$ cat config.mk
export PLATFORM = sky130hd
export DESIGN_NAME = dec_pipe_ctrl
export DESIGN_NICKNAME = d
export VERILOG_FILES = /design/src/rtl/dec_pipe_ctrl_pkg.sv /design/src/rtl/dec_pipe_ctrl.sv
export SDC_FILE = /design/constraint.sdc
export NUM_CORES = 1
export LEC_CHECK = 0
export ABC_AREA = 1
export CORE_MARGIN = 1
export CORE_UTILIZATION = 36
export CTS_CLUSTER_SIZE = 8
export DETAILED_ROUTE_END_ITERATION = 8
export HOLD_SLACK_MARGIN = 0.06
export PLACE_DENSITY = 0.75
export SLEW_MARGIN = 40
export SYNTH_ARGS = -nofsm -noshare
export SYNTH_HDL_FRONTEND = slang
export SYNTH_SLANG_ARGS = --single-unit
$ cat constraint.sdc
create_clock -name clk -period 1.2 [get_ports clk]
set_input_delay 0.24 -clock clk [delete_from_list [all_inputs] [get_ports clk]]
set_output_delay 0.24 -clock clk [all_outputs]
set_load 0.01 [all_outputs]
$ cat src/rtl/dec_pipe_ctrl_pkg.sv
// Shared types and constants for the decode pipeline sequencing controller.
package dec_pipe_ctrl_pkg;

  typedef enum logic [1:0] {
    RUN      = 2'd0,
    LD_STALL = 2'd1,
    SERIAL   = 2'd2,
    FLUSH    = 2'd3
  } pipe_state_t;

  localparam int unsigned DRAIN_CYCLES_DEFAULT = 2;

endpackage

$ cat src/rtl/dec_pipe_ctrl.sv
// Fetch/decode stall, decode bubble and registered flush sequencing.
// Optional perf counters enabled by defining DEC_PIPE_CTRL_PERF_EN.
module dec_pipe_ctrl
  import dec_pipe_ctrl_pkg::*;
#(
  parameter int unsigned DRAIN_CYCLES = DRAIN_CYCLES_DEFAULT,
  parameter int unsigned CNT_W        = 32
) (
  input  logic             clk,
  input  logic             reset,
  input  logic             dec_valid_i,
  input  logic             dec_rs1_v_i,
  input  logic [4:0]       dec_rs1_adr_i,
  input  logic             dec_rs2_v_i,
  input  logic [4:0]       dec_rs2_adr_i,
  input  logic             dec_serial_i,
  input  logic             exe_rd_v_q_i,
  input  logic [4:0]       exe_rd_adr_q_i,
  input  logic             exe_is_load_q_i,
  input  logic             exe_lsu_busy_i,
  input  logic             exe_flush_req_i,
  output logic             if_stall_o,
  output logic             dec_stall_o,
  output logic             dec_bubble_o,
  output logic             flush_v_q_o,
`ifdef DEC_PIPE_CTRL_PERF_EN
  output logic [CNT_W-1:0] perf_ld_stall_o,
  output logic [CNT_W-1:0] perf_serial_stall_o,
  output logic [CNT_W-1:0] perf_flush_o,
`endif
  output logic [1:0]       state_q_o
);

  localparam logic [3:0] DrainInit = 4'(DRAIN_CYCLES);

  pipe_state_t state_q;
  logic [3:0]  cnt_q;
  logic        flush_v_q;
  logic        ld_use;
  logic        stall;
  logic        bubble;

  always_comb begin
    ld_use = dec_valid_i & exe_is_load_q_i & exe_rd_v_q_i & (exe_rd_adr_q_i != '0) &
             ((dec_rs1_v_i & (dec_rs1_adr_i == exe_rd_adr_q_i)) |
              (dec_rs2_v_i & (dec_rs2_adr_i == exe_rd_adr_q_i)));
  end

  // LSU back-pressure freezes execute, so it stalls without injecting a bubble.
  always_comb begin
    stall  = 1'b0;
    bubble = 1'b0;
    unique case (state_q)
      RUN: begin
        stall  = ld_use | exe_lsu_busy_i;
        bubble = ld_use & ~exe_lsu_busy_i;
      end
      LD_STALL: begin
        stall  = 1'b1;
        bubble = 1'b1;
      end
      SERIAL: begin
        stall  = (cnt_q != '0);
        bubble = (cnt_q != '0);
      end
      default: ;
    endcase
    if (exe_flush_req_i) begin
      stall  = 1'b0;
      bubble = 1'b0;
    end
  end

  // Leaving SERIAL on the last drain cycle makes the counter-zero cycle unstalled.
  always_ff @(posedge clk) begin
    if (reset) begin
      state_q   <= RUN;
      cnt_q     <= '0;
      flush_v_q <= 1'b0;
    end else begin
      flush_v_q <= exe_flush_req_i;
      if (exe_flush_req_i) begin
        state_q <= FLUSH;
        cnt_q   <= '0;
      end else begin
        unique case (state_q)
          RUN: begin
            if (exe_lsu_busy_i) begin
              state_q <= RUN;
            end else if (ld_use) begin
              state_q <= LD_STALL;
            end else if (dec_valid_i & dec_serial_i) begin
              state_q <= SERIAL;
              cnt_q   <= DrainInit;
            end
          end
          LD_STALL: state_q <= RUN;
          SERIAL: begin
            if (cnt_q <= 4'd1) begin
              state_q <= RUN;
              cnt_q   <= '0;
            end else begin
              cnt_q <= cnt_q - 4'd1;
            end
          end
          default: state_q <= RUN;
        endcase
      end
    end
  end

  assign if_stall_o   = stall;
  assign dec_stall_o  = stall;
  assign dec_bubble_o = bubble;
  assign flush_v_q_o  = flush_v_q;
  assign state_q_o    = state_q;

`ifdef DEC_PIPE_CTRL_PERF_EN
  logic [CNT_W-1:0] perf_ld_q;
  logic [CNT_W-1:0] perf_ser_q;
  logic [CNT_W-1:0] perf_fl_q;

  always_ff @(posedge clk) begin
    if (reset) begin
      perf_ld_q  <= '0;
      perf_ser_q <= '0;
      perf_fl_q  <= '0;
    end else begin
      if ((state_q == LD_STALL) && (perf_ld_q != '1)) perf_ld_q <= perf_ld_q + 1'b1;
      if ((state_q == SERIAL) && stall && (perf_ser_q != '1)) perf_ser_q <= perf_ser_q + 1'b1;
      if (flush_v_q && (perf_fl_q != '1)) perf_fl_q <= perf_fl_q + 1'b1;
    end
  end

  assign perf_ld_stall_o     = perf_ld_q;
  assign perf_serial_stall_o = perf_ser_q;
  assign perf_flush_o        = perf_fl_q;
`else
  logic [CNT_W-1:0] unused_cnt_w;
  assign unused_cnt_w = '0;
`endif

endmodule

==> results.md <==
- Residual DRC: 0
- Synth top cells by count: 39 x nand2_1, 20 x inv_1, 13 x nor2_1, 10 x a21oi_1
- CTS Root Buffer Type: clkbuf_4
- Top FF cell, synth: dfxtp_1
- Num CTS Buffers: 3
- Initial antenna violation count: 0
- Num ports: 31
- Starting density of the core: 38.2%
- First drt pass iteration count: 4
- Worst setup margin: -0.339 ns
- Nets@finish: 201
- Clk_lat worst skew: 0.25 ns
- Hold_buf cts: 0
- Critical Path AT: 1.30 ns
- Min-delay worst type: input port to register
- CTS max path bufs: 2
- Final count of hold timing violations: 0
- Yosys top cell by area: nand2_1
- Wire per inst: 9.81 um
- Die ar.: 0.00199 mm^2
- Syn nets: 147
- Headroom to the max-slew limit: 82.6%
- Placed inst area: 0.00110 mm^2
- Critical path launch point type: register
- Post-route cell area: 0.00116 mm^2
- Core box area: 0.00171 mm^2
- Worst-path clk slew: 0.05 ns
- Slew @ Worst Pin: 0.261 ns
- Critical Path RT: 0.96 ns
- Top-count cell post-synth: nand2_1
- Setup repair after global routing missed its margin: true
- Post-layout util: 67.7%
- Register area share after synthesis: 21.5%
- GR Util All Layers: 21.1%
- Failing checks: setup timing
- Clk sink count: 7
- Vias per cell: 4.46
- CP endpoint kind: output pin
- Synth Cell Area: 653 um^2
- Site Rows: 15
- Post-route ant nets: 0
- Tmin final: 1.54 ns
- Routed WL: 1930 um
- Largest net degree at the start of global routing: 5
- Die height: 44.6 um
- Async set-reset flop share out of synthesis: 0%
- Status: finished, violations left
- WS Path Type: register to output pin
- Dpl ws: -1.12 ns
- Post-Syn Area per Cell: 5.49 um^2
- Synth Register Bits: 7
- Yosys top cell area share: 22.4%
- EDFF count, synth: 0
- Vias: 879
- Congestion Overflow GR: 0
- VDD IR-drop max: 0.510 mV
- Vias in the first global route: 794
- Period utilisation layout: 128%
- Final clock skew: 0.00475 ns
- Hpwl dp: 1450 um
- Share of layout cells above drive strength 1: 41.3%
- Max-Cap Viols: 0
- GP Congestion: 0.893
- Synth unique cells: 18
- P_leak: 0.622 nW
- Pwr/cell area: 648 mW/mm^2
- Syn Inst Count: 119
- Final setup fails: 8
- 1st-iter DRT viols: 11
- Die Width: 44.6 um
- PortBufs: 30
- H-tree levels: 1
- Top post-synthesis cells by area: nand2_1 22%, dfxtp_1 21%, inv_1 11%
- CTS tree: yes
- Placed Cells: 188
- Syn. warnings: 0
- Crit-path max FO: 4
- Max-slew violations: 0
- # diodes: 0
- Filler-free cell count of the finished design: 197
- F_max: 650 MHz
- Area grow syn2layout: 77.0%
- First-pass GRT wire length: 3090 um
==> final cells by class <==
cell class                      instances  area (um^2)
Tap cell                               25         31.3
Multi-Input combinational cell         86          477
Clock buffer                            4         26.3
Fill cell                             155          552
Sequential cell                         7          148
Timing Repair Buffer                   50          380
Inverter                               25         93.8
==> flip-flops by register name, indices dropped and copies added, names as in the netlist <==
signal,count
cnt_q,4
state_q_o,2
flush_v_q_o,1
==> metal layers <==
layer  vias to the layer above  wire length (um)  track usage, %
li1                        468                 -               -
met1                       371               776            25.1
met2                        38               995            37.4
met3                         2               148            7.35
met4                         0                12            2.42
met5                         -                 0               0
==> cell families (layout without fill, tap and decap cells) <==
logic type | after synthesis | after routing | share of synthesized area (%)
AOI/OAI and AO/OA | 13 | 13 | 10.3
xor gates and xnor gates | 1 | 1 | 1.34
adders and majority gates | 3 | 3 | 5.75
buffers and inverters | 26 | 79 | 15.5
DFF | 7 | 7 | 21.5
and+or+nand+nor | 69 | 69 | 45.6
==> worst paths after layout <==
path / depth (start not counted) / slack, ns / endpoint / start
worst max-delay path: 4 / -0.34 / dec_bubble_o / state_q_o[0]
worst min-delay path: 5 / 0.57 / state_q_o[0] / exe_rd_adr_q_i[4]
worst max register to register: 8 / -0.19 / cnt_q[3] / cnt_q[0]
worst min register to register: 3 / 0.59 / cnt_q[3] / cnt_q[3]
==> report_power, final <==
part	total (mW)	leakage [nW]	internal [mW]	switching, mW
clock network	0.210	0.0150	0.127	0.0834
registers	0.249	0.0591	0.242	0.00692
logic	0.290	0.548	0.146	0.144
total	0.749	0.622	0.514	0.234
==> cells in the final DEF, fill, tap and decap left out, drive strengths merged <==
cell type,instances
clkdlybuf4s15,3
nor3,2
nand4,2
buf,36
a21oi,10
dlygate4sd2,7
clkbuf,4
nand2,40
o21bai,1
nor2,15
ha,3
xor2,1
inv,25
dfxtp,7
or2,1
clkdlybuf4s50,4
o21ai,2
nand3,9
==> stage by stage <==
step	hold WS [ns]	total power, mW	setup TNS, ns
4_1_cts	0.527	0.750	-1.61
6_report	0.575	0.749	-1.75
3_3_place_gp	0.564	0.535	-6.14
2_1_floorplan	0.302	0.378	-0.0784
5_1_grt	0.581	0.811	-2.36
3_5_place_dp	0.571	0.540	-6.58
==> repair_timing <==
item | CTS | global route
gates resized for setup | 94 | 3
buffers inserted | 6 | 1
endpoints found under the setup margin | 12 | 8
pin swaps | 30 | 0
==> critical path, stage by stage, from the launching register on <==
cell and delay, ns:
dfxtp_4 0.35, nor2_2 0.22, nand4_1 0.17, a21oi_1 0.16
buf_2 0.14
Power figures use the tool's default switching activity.
